### src/rtl/axis_axi4lite_master_pkg.sv
// axis_axi4lite_master_pkg: opcodes, status bytes and FSM states for the byte-stream AXI4-Lite master.
package axis_axi4lite_master_pkg;
    localparam logic [7:0] OP_WRITE   = 8'h01;
    localparam logic [7:0] OP_READ    = 8'h02;
    localparam logic [7:0] ST_BADOP   = 8'hFF;
    localparam logic [7:0] ST_TIMEOUT = 8'hFE;
    typedef enum logic [2:0] {IDLE, GET_ADDR, GET_DATA, WR_REQ, WR_RESP, RD_REQ, RD_RESP, SEND} state_t;
endpackage

### src/rtl/axis_axi4lite_master_byte_serializer.sv
// axis_axi4lite_master_byte_serializer: emits up to 5 bytes MSB-first as an AXI-Stream.
module axis_axi4lite_master_byte_serializer (
    input  logic        clk,
    input  logic        rst,
    input  logic        load_i,
    input  logic [39:0] data_i,
    input  logic [2:0]  len_i,
    output logic        tvalid_o,
    input  logic        tready_i,
    output logic [7:0]  tdata_o,
    output logic        done_o
);
    logic [39:0] data_q;
    logic [2:0]  len_q;
    assign tvalid_o = len_q != 3'd0;
    assign tdata_o  = data_q[39:32];
    assign done_o   = tvalid_o && tready_i && len_q == 3'd1;
    always_ff @(posedge clk or posedge rst) begin
        if (rst) begin
            data_q <= '0;
            len_q  <= '0;
        end else if (load_i) begin
            data_q <= data_i;
            len_q  <= len_i;
        end else if (tvalid_o && tready_i) begin
            data_q <= {data_q[31:0], 8'h00};
            len_q  <= len_q - 3'd1;
        end
    end
endmodule

### src/rtl/axis_axi4lite_master.sv
// axis_axi4lite_master: decodes byte-stream command packets into single AXI4-Lite
// transactions and returns status/read data as a byte stream.
module axis_axi4lite_master
    import axis_axi4lite_master_pkg::*;
#(
    parameter int ADDR_WIDTH = 12,
    parameter int TIMEOUT    = 1024
) (
    input  logic                  aclk,
    input  logic                  areset,
    input  logic                  cmd_tvalid,
    output logic                  cmd_tready,
    input  logic [7:0]            cmd_tdata,
    output logic                  rsp_tvalid,
    input  logic                  rsp_tready,
    output logic [7:0]            rsp_tdata,
    output logic                  ctrl_awvalid,
    input  logic                  ctrl_awready,
    output logic [ADDR_WIDTH-1:0] ctrl_awaddr,
    output logic                  ctrl_wvalid,
    input  logic                  ctrl_wready,
    output logic [31:0]           ctrl_wdata,
    output logic [3:0]            ctrl_wstrb,
    input  logic                  ctrl_bvalid,
    output logic                  ctrl_bready,
    input  logic [1:0]            ctrl_bresp,
    output logic                  ctrl_arvalid,
    input  logic                  ctrl_arready,
    output logic [ADDR_WIDTH-1:0] ctrl_araddr,
    input  logic                  ctrl_rvalid,
    output logic                  ctrl_rready,
    input  logic [31:0]           ctrl_rdata,
    input  logic [1:0]            ctrl_rresp
);
    localparam int TW = $clog2(TIMEOUT);
    localparam logic [TW-1:0] TMO_LAST = TW'(TIMEOUT - 1);

    state_t                state_q, state_d;
    logic [1:0]            cnt_q, cnt_d;
    logic                  wr_q, wr_d;
    logic [ADDR_WIDTH-1:0] addr_q, addr_d;
    logic [31:0]           data_q, data_d;
    logic [TW-1:0]         tmo_q, tmo_d;
    logic                  aw_done_q, aw_done_d, w_done_q, w_done_d;
    logic                  ld, ser_done, cmd_hs, in_axi;
    logic [39:0]           ld_data;
    logic [2:0]            ld_len;

    assign cmd_hs       = cmd_tvalid && cmd_tready;
    assign in_axi       = state_q inside {WR_REQ, WR_RESP, RD_REQ, RD_RESP};
    // Ready/drain strobes are gated by reset so they read 0 while areset is held.
    assign cmd_tready   = !areset && state_q inside {IDLE, GET_ADDR, GET_DATA};
    assign ctrl_bready  = !areset && state_q inside {IDLE, WR_RESP};
    assign ctrl_rready  = !areset && state_q inside {IDLE, RD_RESP};
    assign ctrl_awvalid = state_q == WR_REQ && !aw_done_q;
    assign ctrl_wvalid  = state_q == WR_REQ && !w_done_q;
    assign ctrl_wstrb   = {4{state_q == WR_REQ}};
    assign ctrl_arvalid = state_q == RD_REQ;
    assign ctrl_awaddr  = addr_q;
    assign ctrl_araddr  = addr_q;
    assign ctrl_wdata   = data_q;

    always_comb begin
        state_d   = state_q;
        cnt_d     = cnt_q;
        wr_d      = wr_q;
        addr_d    = addr_q;
        data_d    = data_q;
        tmo_d     = in_axi ? tmo_q + 1'b1 : tmo_q;
        aw_done_d = aw_done_q;
        w_done_d  = w_done_q;
        ld        = 1'b0;
        ld_data   = '0;
        ld_len    = '0;
        case (state_q)
            IDLE: if (cmd_hs) begin
                if (cmd_tdata == OP_WRITE || cmd_tdata == OP_READ) begin
                    wr_d    = cmd_tdata == OP_WRITE;
                    cnt_d   = '0;
                    state_d = GET_ADDR;
                end else begin
                    ld      = 1'b1;
                    ld_data = {ST_BADOP, 32'h0};
                    ld_len  = 3'd1;
                    state_d = SEND;
                end
            end
            GET_ADDR: if (cmd_hs) begin
                addr_d = ADDR_WIDTH'({addr_q, cmd_tdata});
                cnt_d  = cnt_q + 2'd1;
                if (cnt_q == 2'd1) begin
                    cnt_d   = '0;
                    tmo_d   = '0;
                    state_d = wr_q ? GET_DATA : RD_REQ;
                end
            end
            GET_DATA: if (cmd_hs) begin
                data_d = {data_q[23:0], cmd_tdata};
                cnt_d  = cnt_q + 2'd1;
                if (cnt_q == 2'd3) begin
                    tmo_d     = '0;
                    aw_done_d = 1'b0;
                    w_done_d  = 1'b0;
                    state_d   = WR_REQ;
                end
            end
            WR_REQ: begin
                aw_done_d = aw_done_q || ctrl_awready;
                w_done_d  = w_done_q || ctrl_wready;
                state_d   = aw_done_d && w_done_d ? WR_RESP : WR_REQ;
            end
            WR_RESP: if (ctrl_bvalid) begin
                ld      = 1'b1;
                ld_data = {6'b0, ctrl_bresp, 32'h0};
                ld_len  = 3'd1;
                state_d = SEND;
            end
            RD_REQ: state_d = ctrl_arready ? RD_RESP : RD_REQ;
            RD_RESP: if (ctrl_rvalid) begin
                ld      = 1'b1;
                ld_data = {6'b0, ctrl_rresp, ctrl_rdata};
                ld_len  = 3'd5;
                state_d = SEND;
            end
            SEND: state_d = ser_done ? IDLE : SEND;
        endcase
        // A response accepted on the final cycle wins over the abort.
        if (in_axi && tmo_q == TMO_LAST && !ld) begin
            ld      = 1'b1;
            ld_data = {ST_TIMEOUT, 32'h0};
            ld_len  = 3'd1;
            state_d = SEND;
        end
    end

    always_ff @(posedge aclk or posedge areset) begin
        if (areset) begin
            state_q   <= IDLE;
            cnt_q     <= '0;
            wr_q      <= 1'b0;
            addr_q    <= '0;
            data_q    <= '0;
            tmo_q     <= '0;
            aw_done_q <= 1'b0;
            w_done_q  <= 1'b0;
        end else begin
            state_q   <= state_d;
            cnt_q     <= cnt_d;
            wr_q      <= wr_d;
            addr_q    <= addr_d;
            data_q    <= data_d;
            tmo_q     <= tmo_d;
            aw_done_q <= aw_done_d;
            w_done_q  <= w_done_d;
        end
    end

    axis_axi4lite_master_byte_serializer u_ser (
        .clk      (aclk),
        .rst      (areset),
        .load_i   (ld),
        .data_i   (ld_data),
        .len_i    (ld_len),
        .tvalid_o (rsp_tvalid),
        .tready_i (rsp_tready),
        .tdata_o  (rsp_tdata),
        .done_o   (ser_done)
    );
endmodule

### config.mk
export PLATFORM = sky130hd
export DESIGN_NAME = axis_axi4lite_master
export DESIGN_NICKNAME = d
export VERILOG_FILES = /design/src/rtl/axis_axi4lite_master_pkg.sv /design/src/rtl/axis_axi4lite_master_byte_serializer.sv /design/src/rtl/axis_axi4lite_master.sv
export SDC_FILE = /design/constraint.sdc
export NUM_CORES = 1
export LEC_CHECK = 0
export ABC_AREA = 0
export BUFFER_PORTS_ARGS = -buffer_cell sky130_fd_sc_hd__buf_2
export CORE_UTILIZATION = 30
export CTS_CLUSTER_SIZE = 20
export DETAILED_ROUTE_END_ITERATION = 10
export GPL_ROUTABILITY_DRIVEN = 0
export PLACE_DENSITY_LB_ADDON = 0.05
export SYNTH_ARGS = -nofsm -noshare
export SYNTH_HDL_FRONTEND = slang
export SYNTH_SLANG_ARGS = --single-unit
### constraint.sdc
create_clock -name aclk -period 4.1 [get_ports aclk]
set_input_delay 0.82 -clock aclk [delete_from_list [all_inputs] [get_ports aclk]]
set_output_delay 0.82 -clock aclk [all_outputs]
set_load 0.05 [all_outputs]
==> metrics <==
Post-Syn Instances=461; internal power=2.78 mW; GRT Residual Overflow=0; pwr dens=897 nW/um^2; Clk network pwr share=16.2%; Worst Path Required=3.28 ns; # rows=46; DRC viols=0; # hold bufs at CTS=0; H-tree depth=3; synth warn=0; Setup Viol. Count Final=0; CTS tree=built; first-pass GRT wire length=20800 um; Post-CTS Setup Repair Bufs=0; Clk pin slew, worst setup/hold paths=0.08 ns; floorplan core area=16100 um^2; max-capacitance violation count=0; RSZ-0062 raised after global routing=no; nets=621; sw frac=48.5%; share of layout cells above drive strength 1=36.2%; HPWL Detailed=8780 um; gr usage total=15.3%; Cell variety after synth=48; Tcrit/Tclk final=71.0%; Max Clk Rate=0.344 GHz; Worst Skew=0.0119 ns; Post-synth EDFFs=0; Synth Area per Inst=10.9 um^2; CP endpoint kind=output port; post-synthesis sequential area ratio=52.2%; Psw=2.62 mW; Initial Utilization=31.2%; worst hold path class=flop to flop; number of global-route vias before repair=3899; Area Growth Syn to Fin=19.7%; Startpoint Class=flop; die width=132 um; cell area after layout=6020 um^2; CP Max Fanout=25; Worst VDD drop=0.405 mV; ANT cells=0; Via density=4.79; Post-Syn Area=5030 um^2; Resized cells post-CTS=0; antenna viol nets, final=0; Core Util, Final=37.4%; Num Clock Sinks=105; DRT Pass-1 Iters=4; outcome=completed; CTS Buf Count=9; die height=132 um; Pleak=2.88 nW; Max-slew headroom=26.7%; Post-Place Cell Area=5730 um^2; top_reg_cell synth=dfrtp_1; via count=3748; syn_nets=521; initial antenna violation count=0; Worst Tran Pin Value=1.10 ns; Yosys reg bits=105; IO Count=128; wire per inst=15.9 um; wirelength, routed=12500 um; ys async rst share=100%; Slew Viols, Final=0; drt first-iter violations=131; PortBufs=127; Logic pwr share=49.3%; setup slack, reg-to-reg=1.29 ns; Clock Latency Late Sink=0.36 ns; TNS Setup=0 ns; Final Hold Vio Count=0; largest net degree at the start of global routing=59; critical path type=flop to output port; Clock Path Buffers=2; sequential power share=34.5%; Root Driver=clkbuf_16; WP data arrival=2.09 ns; full die area=17300 um^2; min cycle time layout=2.91 ns
## stage by stage
| step | hold slack (ns) | worst slack [ns] | power [mW] | instances |
|---|---|---|---|---|
| after global placement | 0.484 | 1.17 | 4.56 | 766 |
| after detailed placement | 0.490 | 1.12 | 4.59 | 766 |
| after global routing | 0.522 | 0.940 | 5.76 | 782 |
| final | 0.501 | 1.19 | 5.40 | 782 |
| after floorplan | 0.461 | 0.371 | 4.09 | 461 |
| after CTS | 0.510 | 1.14 | 5.48 | 782 |
## cell usage after synthesis (2+ instances only)
cell type / instances / share of area, %
dfrtp_1: 105 / 52
nand2_1: 56 / 4.2
mux2_2: 44 / 9.8
o21ai_0: 29 / 2.9
nor2_1: 26 / 1.9
a2bb2oi_1: 25 / 4.4
buf_4: 25 / 3.7
clkbuf_1: 12 / 0.90
a21oi_1: 11 / 1.1
inv_1: 11 / 0.82
nand3_1: 10 / 0.99
nor3_1: 9 / 0.90
xor2_1: 9 / 1.6
a22o_1: 8 / 1.4
a31oi_1: 7 / 0.87
ha_1: 7 / 1.7
nand2b_1: 7 / 0.87
buf_2: 6 / 0.60
and2_1: 5 / 0.62
nand4_1: 4 / 0.50
nor2b_1: 4 / 0.50
a22oi_1: 3 / 0.45
buf_1: 3 / 0.22
or3_1: 3 / 0.37
xnor2_1: 3 / 0.52
a311oi_4: 2 / 1.0
nand4b_1: 2 / 0.35
o21a_1: 2 / 0.30
o221ai_1: 2 / 0.35
o22ai_1: 2 / 0.25
or4_1: 2 / 0.30
## area by class of cell
cell class              instances  area [um^2]
fillers                      1675        10100
flip-flops and latches        105         2630
multi-input cells             298         2080
repair buffers                136          703
well taps                     216          270
clock buffers                  11          253
clock inverters                 5         46.3
inverters                      11         43.8
## flip-flops by register name (all words and copies together) (netlist names)
signal and cells:
aw_done_q 1, ctrl_wdata 32, wr_q 1, w_done_q 1
state_q 3, cnt_q 2, ctrl_araddr 12, u_ser.data_q 40
tmo_q 10, u_ser.len_q 3
## worst max-delay path: stages, from the launching register on
cell and delay (ns):
dfrtp_1 0.84, nand3b_1 0.34, inv_1 0.25, buf_2 0.30
## layout by cell type, fill, tap and decap left out, types with 4 or more instances in the layout
master and n:
a31oi_1 7, buf_2 127, a2bb2oi_1 25, a22o_1 8, buf_4 9, a21oi_1 11, ha_1 7, nor2b_1 4
clkbuf_16 9, dfrtp_1 105, nand4_1 4, o21ai_0 29, nand3_1 10, inv_1 10, and2_1 5, mux2_2 44
nor2_1 25, xor2_1 9, nor3_1 9, nand2_1 56, nand2b_1 7
## power groups by stage
stage	Sequential, mW	Combinational (mW)	Clock, mW
after floorplan	2.31	1.78	0
after global placement	1.89	2.67	0
after detailed placement	1.89	2.70	0
after CTS	1.87	2.70	0.909
after global routing	1.95	2.87	0.945
final	1.87	2.66	0.876
## metal layers
layer | routed length, um | share of wire, % | global-route usage (%)
met5 | 0 | 0 | 0
met4 | 136 | 1.1 | 4.52
met3 | 486 | 3.9 | 4.13
met2 | 5860 | 47 | 24.0
met1 | 5970 | 48 | 20.4
## cells by family after synthesis
logic type / after synthesis / synth area share, %
compound gates: 101 / 14.8
xor+xnor: 12 / 2.09
fa+ha+maj: 7 / 1.74
buf+inv: 58 / 6.49
flops: 105 / 52.2
mux: 44 / 9.85
simple gates: 134 / 12.8
## final timing paths
path / start / to / cells after the start
worst max-delay path: state_q[1] / ctrl_wstrb[3] / 3
worst min-delay path: u_ser.data_q[1] / u_ser.data_q[1] / 1
worst max register to register: state_q[1] / u_ser.data_q[16] / 6
worst min register to register: u_ser.data_q[1] / u_ser.data_q[1] / 1
max in group asynchronous: areset / ctrl_wdata[5] / 3
min in group asynchronous: areset / aw_done_q / 2
(Power assumes the default switching activity.)
